--- src/rtl/graph_pkg.sv ---
// Shared constants for the spectrum graph path: bin geometry, height scaling
// and the write-FSM state encoding used by graph_data_buffer.
package graph_pkg;

    localparam int N_BINS     = 256;
    localparam int ADDR_W     = 8;
    localparam int DATA_W     = 9;
    localparam int SHIFT      = 7;
    localparam int MAX_HEIGHT = 479;

    typedef logic [1:0] state_t;

    localparam state_t ST_FILL      = 2'd0;
    localparam state_t ST_DISCARD   = 2'd1;
    localparam state_t ST_WAIT_SWAP = 2'd2;

endpackage

--- src/rtl/graph_bank_ram.sv ---
// One bank of the ping-pong store: simple dual-port RAM with a synchronous
// write port and a registered read port, shaped to infer a block RAM.
module graph_bank_ram #(
    parameter int DEPTH  = 256,
    parameter int ADDR_W = 8,
    parameter int DATA_W = 9
) (
    input  logic              clk_pixel,
    input  logic              we_i,
    input  logic [ADDR_W-1:0] wr_addr_i,
    input  logic [DATA_W-1:0] wr_data_i,
    input  logic [ADDR_W-1:0] rd_addr_i,
    output logic [DATA_W-1:0] rd_data_o
);

    logic [DATA_W-1:0] mem_q [DEPTH];
    logic [DATA_W-1:0] rd_data_q;

    // NOTE: no reset on the array or its read register; a reset would stop
    // block-RAM inference, and the consumer masks stale data itself.
    always_ff @(posedge clk_pixel) begin
        if (we_i) begin
            mem_q[wr_addr_i] <= wr_data_i;
        end
        rd_data_q <= mem_q[rd_addr_i];
    end

    assign rd_data_o = rd_data_q;

endmodule

--- src/rtl/graph_data_buffer.sv ---
// Ping-pong bin store between the FFT magnitude stream and graph_renderer;
// the back bank fills while the front bank is displayed, swapping on vsync fall.
module graph_data_buffer #(
    parameter int N_BINS     = graph_pkg::N_BINS,
    parameter int ADDR_W     = graph_pkg::ADDR_W,
    parameter int IN_W       = 16,
    parameter int DATA_W     = graph_pkg::DATA_W,
    parameter int SHIFT      = graph_pkg::SHIFT,
    parameter int MAX_HEIGHT = graph_pkg::MAX_HEIGHT
) (
    input  logic              clk_pixel,
    input  logic              rst_sync_n,
    input  logic              s_valid,
    output logic              s_ready,
    input  logic [IN_W-1:0]   s_data,
    input  logic              s_last,
    input  logic              vsync,
    input  logic [ADDR_W-1:0] rd_addr,
    output logic [DATA_W-1:0] rd_data,
    output logic              front_sel,
    output logic              frame_swapped,
    output logic              frame_dropped
);

    import graph_pkg::*;

    localparam logic [ADDR_W-1:0] LAST_PTR = ADDR_W'(N_BINS - 1);

    state_t            state_q, state_d;
    logic [ADDR_W-1:0] wr_ptr_q, wr_ptr_d;
    logic              front_sel_q, front_sel_d;
    logic              have_frame_q, have_frame_d;
    logic              swapped_q, swapped_d;
    logic              dropped_q, dropped_d;
    logic              vsync_q;
    logic              ready_en_q;
    logic              rd_sel_q;
    logic              rd_have_q;

    logic              accept;
    logic              vsync_fall;
    logic              wr_en;
    logic [IN_W-1:0]   mag_shifted;
    logic [DATA_W-1:0] height;
    logic [DATA_W-1:0] bank0_rd, bank1_rd;

    assign s_ready    = ready_en_q && (state_q != ST_WAIT_SWAP);
    assign accept     = s_valid && s_ready;
    assign vsync_fall = vsync_q && !vsync;

    // Saturation compare is done at full input width so large magnitudes
    // cannot wrap into a small height.
    assign mag_shifted = s_data >> SHIFT;
    assign height      = (mag_shifted > IN_W'(MAX_HEIGHT)) ? DATA_W'(MAX_HEIGHT)
                                                           : mag_shifted[DATA_W-1:0];

    // NOTE: every signal assigned here gets a default first, so no path can
    // leave one unassigned and infer a latch.
    always_comb begin
        state_d      = state_q;
        wr_ptr_d     = wr_ptr_q;
        front_sel_d  = front_sel_q;
        have_frame_d = have_frame_q;
        swapped_d    = 1'b0;
        dropped_d    = 1'b0;
        case (state_q)
            ST_FILL: begin
                if (accept) begin
                    if (s_last && wr_ptr_q == LAST_PTR) begin
                        state_d = ST_WAIT_SWAP;
                    end else if (s_last) begin
                        dropped_d = 1'b1;
                        wr_ptr_d  = '0;
                    end else if (wr_ptr_q == LAST_PTR) begin
                        dropped_d = 1'b1;
                        state_d   = ST_DISCARD;
                    end else begin
                        wr_ptr_d = wr_ptr_q + 1'b1;
                    end
                end
            end
            ST_DISCARD: begin
                if (accept && s_last) begin
                    wr_ptr_d = '0;
                    state_d  = ST_FILL;
                end
            end
            ST_WAIT_SWAP: begin
                if (vsync_fall) begin
                    front_sel_d  = !front_sel_q;
                    have_frame_d = 1'b1;
                    swapped_d    = 1'b1;
                    wr_ptr_d     = '0;
                    state_d      = ST_FILL;
                end
            end
            default: state_d = ST_FILL;
        endcase
    end

    // NOTE: sequential state uses non-blocking assignments so every flop
    // samples pre-edge values regardless of block ordering.
    always_ff @(posedge clk_pixel or negedge rst_sync_n) begin
        if (!rst_sync_n) begin
            state_q      <= ST_FILL;
            wr_ptr_q     <= '0;
            front_sel_q  <= 1'b0;
            have_frame_q <= 1'b0;
            swapped_q    <= 1'b0;
            dropped_q    <= 1'b0;
            vsync_q      <= 1'b1;
            ready_en_q   <= 1'b0;
            rd_sel_q     <= 1'b0;
            rd_have_q    <= 1'b0;
        end else begin
            state_q      <= state_d;
            wr_ptr_q     <= wr_ptr_d;
            front_sel_q  <= front_sel_d;
            have_frame_q <= have_frame_d;
            swapped_q    <= swapped_d;
            dropped_q    <= dropped_d;
            vsync_q      <= vsync;
            ready_en_q   <= 1'b1;
            rd_sel_q     <= front_sel_q;
            rd_have_q    <= have_frame_q;
        end
    end

    // Writes always target the back bank, so reads never collide with them.
    assign wr_en = accept && (state_q == ST_FILL);

    graph_bank_ram #(.DEPTH(N_BINS), .ADDR_W(ADDR_W), .DATA_W(DATA_W)) u_bank0 (
        .clk_pixel (clk_pixel),
        .we_i      (wr_en && front_sel_q),
        .wr_addr_i (wr_ptr_q),
        .wr_data_i (height),
        .rd_addr_i (rd_addr),
        .rd_data_o (bank0_rd)
    );

    graph_bank_ram #(.DEPTH(N_BINS), .ADDR_W(ADDR_W), .DATA_W(DATA_W)) u_bank1 (
        .clk_pixel (clk_pixel),
        .we_i      (wr_en && !front_sel_q),
        .wr_addr_i (wr_ptr_q),
        .wr_data_i (height),
        .rd_addr_i (rd_addr),
        .rd_data_o (bank1_rd)
    );

    // Bank select and frame-valid are delayed alongside the RAM read register,
    // so the swap-cycle read still comes from the pre-edge front bank.
    assign rd_data       = rd_have_q ? (rd_sel_q ? bank1_rd : bank0_rd) : '0;
    assign front_sel     = front_sel_q;
    assign frame_swapped = swapped_q;
    assign frame_dropped = dropped_q;

endmodule

--- config.mk ---
export PLATFORM = sky130hd
export DESIGN_NAME = graph_data_buffer
export DESIGN_NICKNAME = d
export VERILOG_FILES = /design/src/rtl/graph_pkg.sv /design/src/rtl/graph_bank_ram.sv /design/src/rtl/graph_data_buffer.sv
export SDC_FILE = /design/constraint.sdc
export NUM_CORES = 2
export LEC_CHECK = 0
export BUFFER_PORTS_ARGS = -buffer_cell sky130_fd_sc_hd__clkbuf_2
export CAP_MARGIN = 20
export CORE_ASPECT_RATIO = 0.9
export CORE_MARGIN = 10
export CORE_UTILIZATION = 40
export CTS_CLUSTER_SIZE = 25
export DETAILED_ROUTE_END_ITERATION = 8
export GPL_ROUTABILITY_DRIVEN = 0
export PLACE_DENSITY = 0.65
export SETUP_SLACK_MARGIN = 0.5
export SYNTH_ARGS = -nofsm -noshare
export SYNTH_HDL_FRONTEND = slang
export SYNTH_MEMORY_MAX_BITS = 65536
export SYNTH_SLANG_ARGS = --single-unit
--- constraint.sdc ---
create_clock -name clk_pixel -period 3.8 [get_ports clk_pixel]
set_clock_uncertainty 0.05 [all_clocks]
set_input_delay 0 -clock clk_pixel [delete_from_list [all_inputs] [get_ports clk_pixel]]
set_output_delay 0 -clock clk_pixel [all_outputs]
set_load 0.005 [all_outputs]
==> flow_summary.yaml <==
floorplan:
  ios: 42
  fp.dieH_microns: 656.9
  die_area_sq_mm: 0.4780
  initial_core_util: 0.4020
  row_count: 233
  fp.dieW_microns: 727.6
  placeableCoreArea_sq_mm: 0.4484
logic_synthesis:
  avgSynthCellArea_sq_um: 20.73
  yosysUniqueCellTypes: 68
  synth_seq_cells: 4644
  async_reset_ff_frac: 0.003876
  ys_warn_count: 0
  synth_ff_type: "edfxtp_1"
  ys_seq_area_frac: 0.7721
  syn_area_sq_mm: 0.1803
  syn-num-nets: 8735
  syn_inst: 8697
  synth_edf_count: 4608
final_layout:
  fin_area_sq_mm: 0.2076
  area_delta_synth_final_pct: 15.16
  fill_cells: 36827
  fin_util: 0.4630
  layout.nets: 9592
  finalNonFillerCells: 15910
  drive_above_1_share: 0.2589
cts:
  clk_path_buf_depth: 4
  cts_tree: "yes"
  ctsRootBufferMaster: "clkbuf_16"
  clkLatencyLatePin_ns: 1.04
  h-tree-depth: 5
  path_clk_slew_ns: 0.07
  cts.sinks: 4644
  cts_buffers: 434
flow_run:
  maxCapViolCount: 0
routing:
  via_per_inst: 5.912
  drc: 0
  dr.pass1.iters: 8
  drt_iter0_markers: 13172
  wirelength_mm: 487.5
  vias: 94060
  final_antenna_net_count: 0
  routedWlPerCell_microns: 30.64
global_route:
  grt_use_total: 0.1969
  antenna_found_initial: 24
  grt_overflow: 0
  grt_pass1_vias: 93053
  grt_pass1_wl_mm: 692.1
  grt_max_degree: 216
power:
  leakagePower_nw: 66.43
  ir_drop_mv: 0.4711
  power_w: 0.1044
  power_density_mw_per_mm2: 502.7
timing:
  final.min_clock_period_ns: 3.343
  setup_viol: 0
  rsz0062_at_grt: "true"
  period_share: 0.8797
  setup_ws_ns: 0.4573
  maxSlewHeadroom: 0.09895
  worst_pin_slew_ns: 1.352
  final_max_slew_viol_count: 0
  finalHoldViolCount: 0
  fmax_mhz: 299.2
run_status:
  status: "finished, final reports clean"
worst_setup_path:
  critical_path_arrival_ns: 3.91
  worstSetupPathType: "flip-flop to flip-flop"
  path_max_fanout: 15
  critPathCaptureType: "flip-flop"
  crit_required_ns: 4.37
  start_kind: "flip-flop"
min_path:
  hp-class: "primary input to flip-flop"
place:
  dp_cells: 15077
  port-buffer-count: 34
  place_ws_ns: -0.1947
  dpl.hpwl_mm: 305.1
  postPlaceCellArea_sq_mm: 0.1934
[cell usage after synthesis, types with 14 or more instances]
master / count / area share
nor3_1: 144 / 0.0040
nand3_1: 68 / 0.0019
a221oi_1: 50 / 0.0024
mux2i_1: 633 / 0.035
a22oi_1: 90 / 0.0037
nor2_1: 585 / 0.012
buf_1: 43 / 0.00090
clkbuf_1: 293 / 0.0061
dfrtp_1: 17 / 0.0024
o221ai_1: 203 / 0.0099
o31ai_1: 20 / 0.00083
a22o_1: 36 / 0.0017
buf_2: 82 / 0.0023
o22ai_1: 170 / 0.0059
nor4_1: 38 / 0.0013
edfxtp_1: 4608 / 0.77
buf_6: 54 / 0.0034
mux4_2: 898 / 0.11
a21oi_1: 165 / 0.0046
nand2_1: 78 / 0.0016
mux2_2: 14 / 0.00087
or3_1: 19 / 0.00066
a211oi_1: 19 / 0.00079
o21ai_0: 83 / 0.0023
buf_4: 62 / 0.0026
dfxtp_1: 18 / 0.0020
nor2b_1: 26 / 0.00090
[sequential cells by signal, summed over array words and instances, names as in the netlist]
signal	count
u_bank0.mem_q	2304
u_bank1.mem_q	2304
u_bank0.rd_data_o	9
u_bank1.rd_data_o	9
wr_ptr_q	8
state_q	2
frame_dropped	1
frame_swapped	1
front_sel	1
have_frame_q	1
rd_have_q	1
rd_sel_q	1
ready_en_q	1
vsync_q	1
[area by class of cell]
cell class              instances  area (sq um)  area share
inverters                      11         53.80   0.0002592
well taps                    5992          7497     0.03611
clock inverters               237          2047    0.009860
diodes                          9         22.52   0.0001085
repair buffers                975          8857     0.04267
clock buffers                 554         11580     0.05579
flip-flops and latches       4644        139200      0.6705
multi-input cells            3488         38350      0.1847
[metrics by stage]
step                hold slack, ns  setup TNS (ns)
floorplan                  -0.3456        -2889.91
global placement          -0.07450         -0.7179
detailed placement        -0.05812         -0.2911
CTS                       0.004696               0
global route               0.03800               0
finish                     0.04582               0
[worst max-delay path, cell delays in order (launching register included)]
cell,delay [ns]
dfrtp_1,0.42
inv_1,0.09
ha_1,0.23
nor2b_1,0.29
nand3_4,0.20
nor2_1,0.13
buf_4,0.26
nand2_1,0.59
nor2_2,0.69
[placed cells by master, fill, tap and decap left out, types with 18 or more instances in the layout]
master and count:
clkbuf_16 443, nand2_1 69, mux4_2 898, nand3_1 50, a211oi_1 19, nor3_1 144
clkinv_2 74, o22ai_1 169, buf_12 115, bufinv_16 27, a21oi_1 165, a22o_1 36
o221ai_1 203, nor2_1 525, dlygate4sd3_1 28, edfxtp_1 4608, buf_4 792, clkbuf_1 103
nor4_1 38, dfxtp_1 18, mux2i_1 633, o31ai_1 20, nor2_2 57, a22oi_1 90
clkinv_1 100, clkbuf_2 26, o21ai_0 83, a221oi_1 49, nor2b_1 25
[routing by layer]
layer | share of wire | GRT usage
met3 | 0.11 | 0.04679
met1 | 0.40 | 0.2783
met2 | 0.46 | 0.3030
met4 | 0.036 | 0.06222
met5 | 0.000096 | 0
[final timing paths]
check,startpoint,to,slack [ns],cells past startpoint
hold / removal,vsync,frame_swapped,0.05,4
setup reg to reg,state_q[0],u_bank1.mem_q[242][0],0.46,8
hold reg to reg,have_frame_q,rd_have_q,0.34,0
max in group asynchronous,rst_sync_n,rd_have_q,2.01,4
min in group asynchronous,rst_sync_n,vsync_q,0.42,3
setup / recovery,state_q[0],u_bank1.mem_q[242][0],0.46,8
[repair_timing]
| action | in CTS | in global routing |
|---|---|---|
| gates cloned | 0 | 1 |
| hold buffers | 30 | 0 |
| buffers inserted | 0 | 1 |
| resized for setup | 43 | 28 |
| endpoints found under the hold margin | 1608 | 0 |
| pin swaps | 0 | 0 |
| setup endpoints to repair | 703 | 518 |
[cell families (layout without fill, tap and decap cells)]
family | Yosys count | count (layout) | share of synthesized area
DFF | 4644 | 4644 | 0.7721
muxes | 1553 | 1553 | 0.1494
and+or+nand+nor | 1029 | 1030 | 0.02551
AOI/OAI and AO/OA | 894 | 894 | 0.03492
buffers and inverters | 566 | 1777 | 0.01737
adders and majority gates | 9 | 9 | 0.0006247
other | 1 | 10 | 0.00002080
xor gates and xnor gates | 1 | 1 | 0.00004860
[report_power, final]
part	switching [W]	internal, W
clock network	0.0188	0.0234
logic	0.00371	0.00191
registers	0.0000863	0.0564
total	0.0226	0.0817
(Power assumes the default switching activity.)
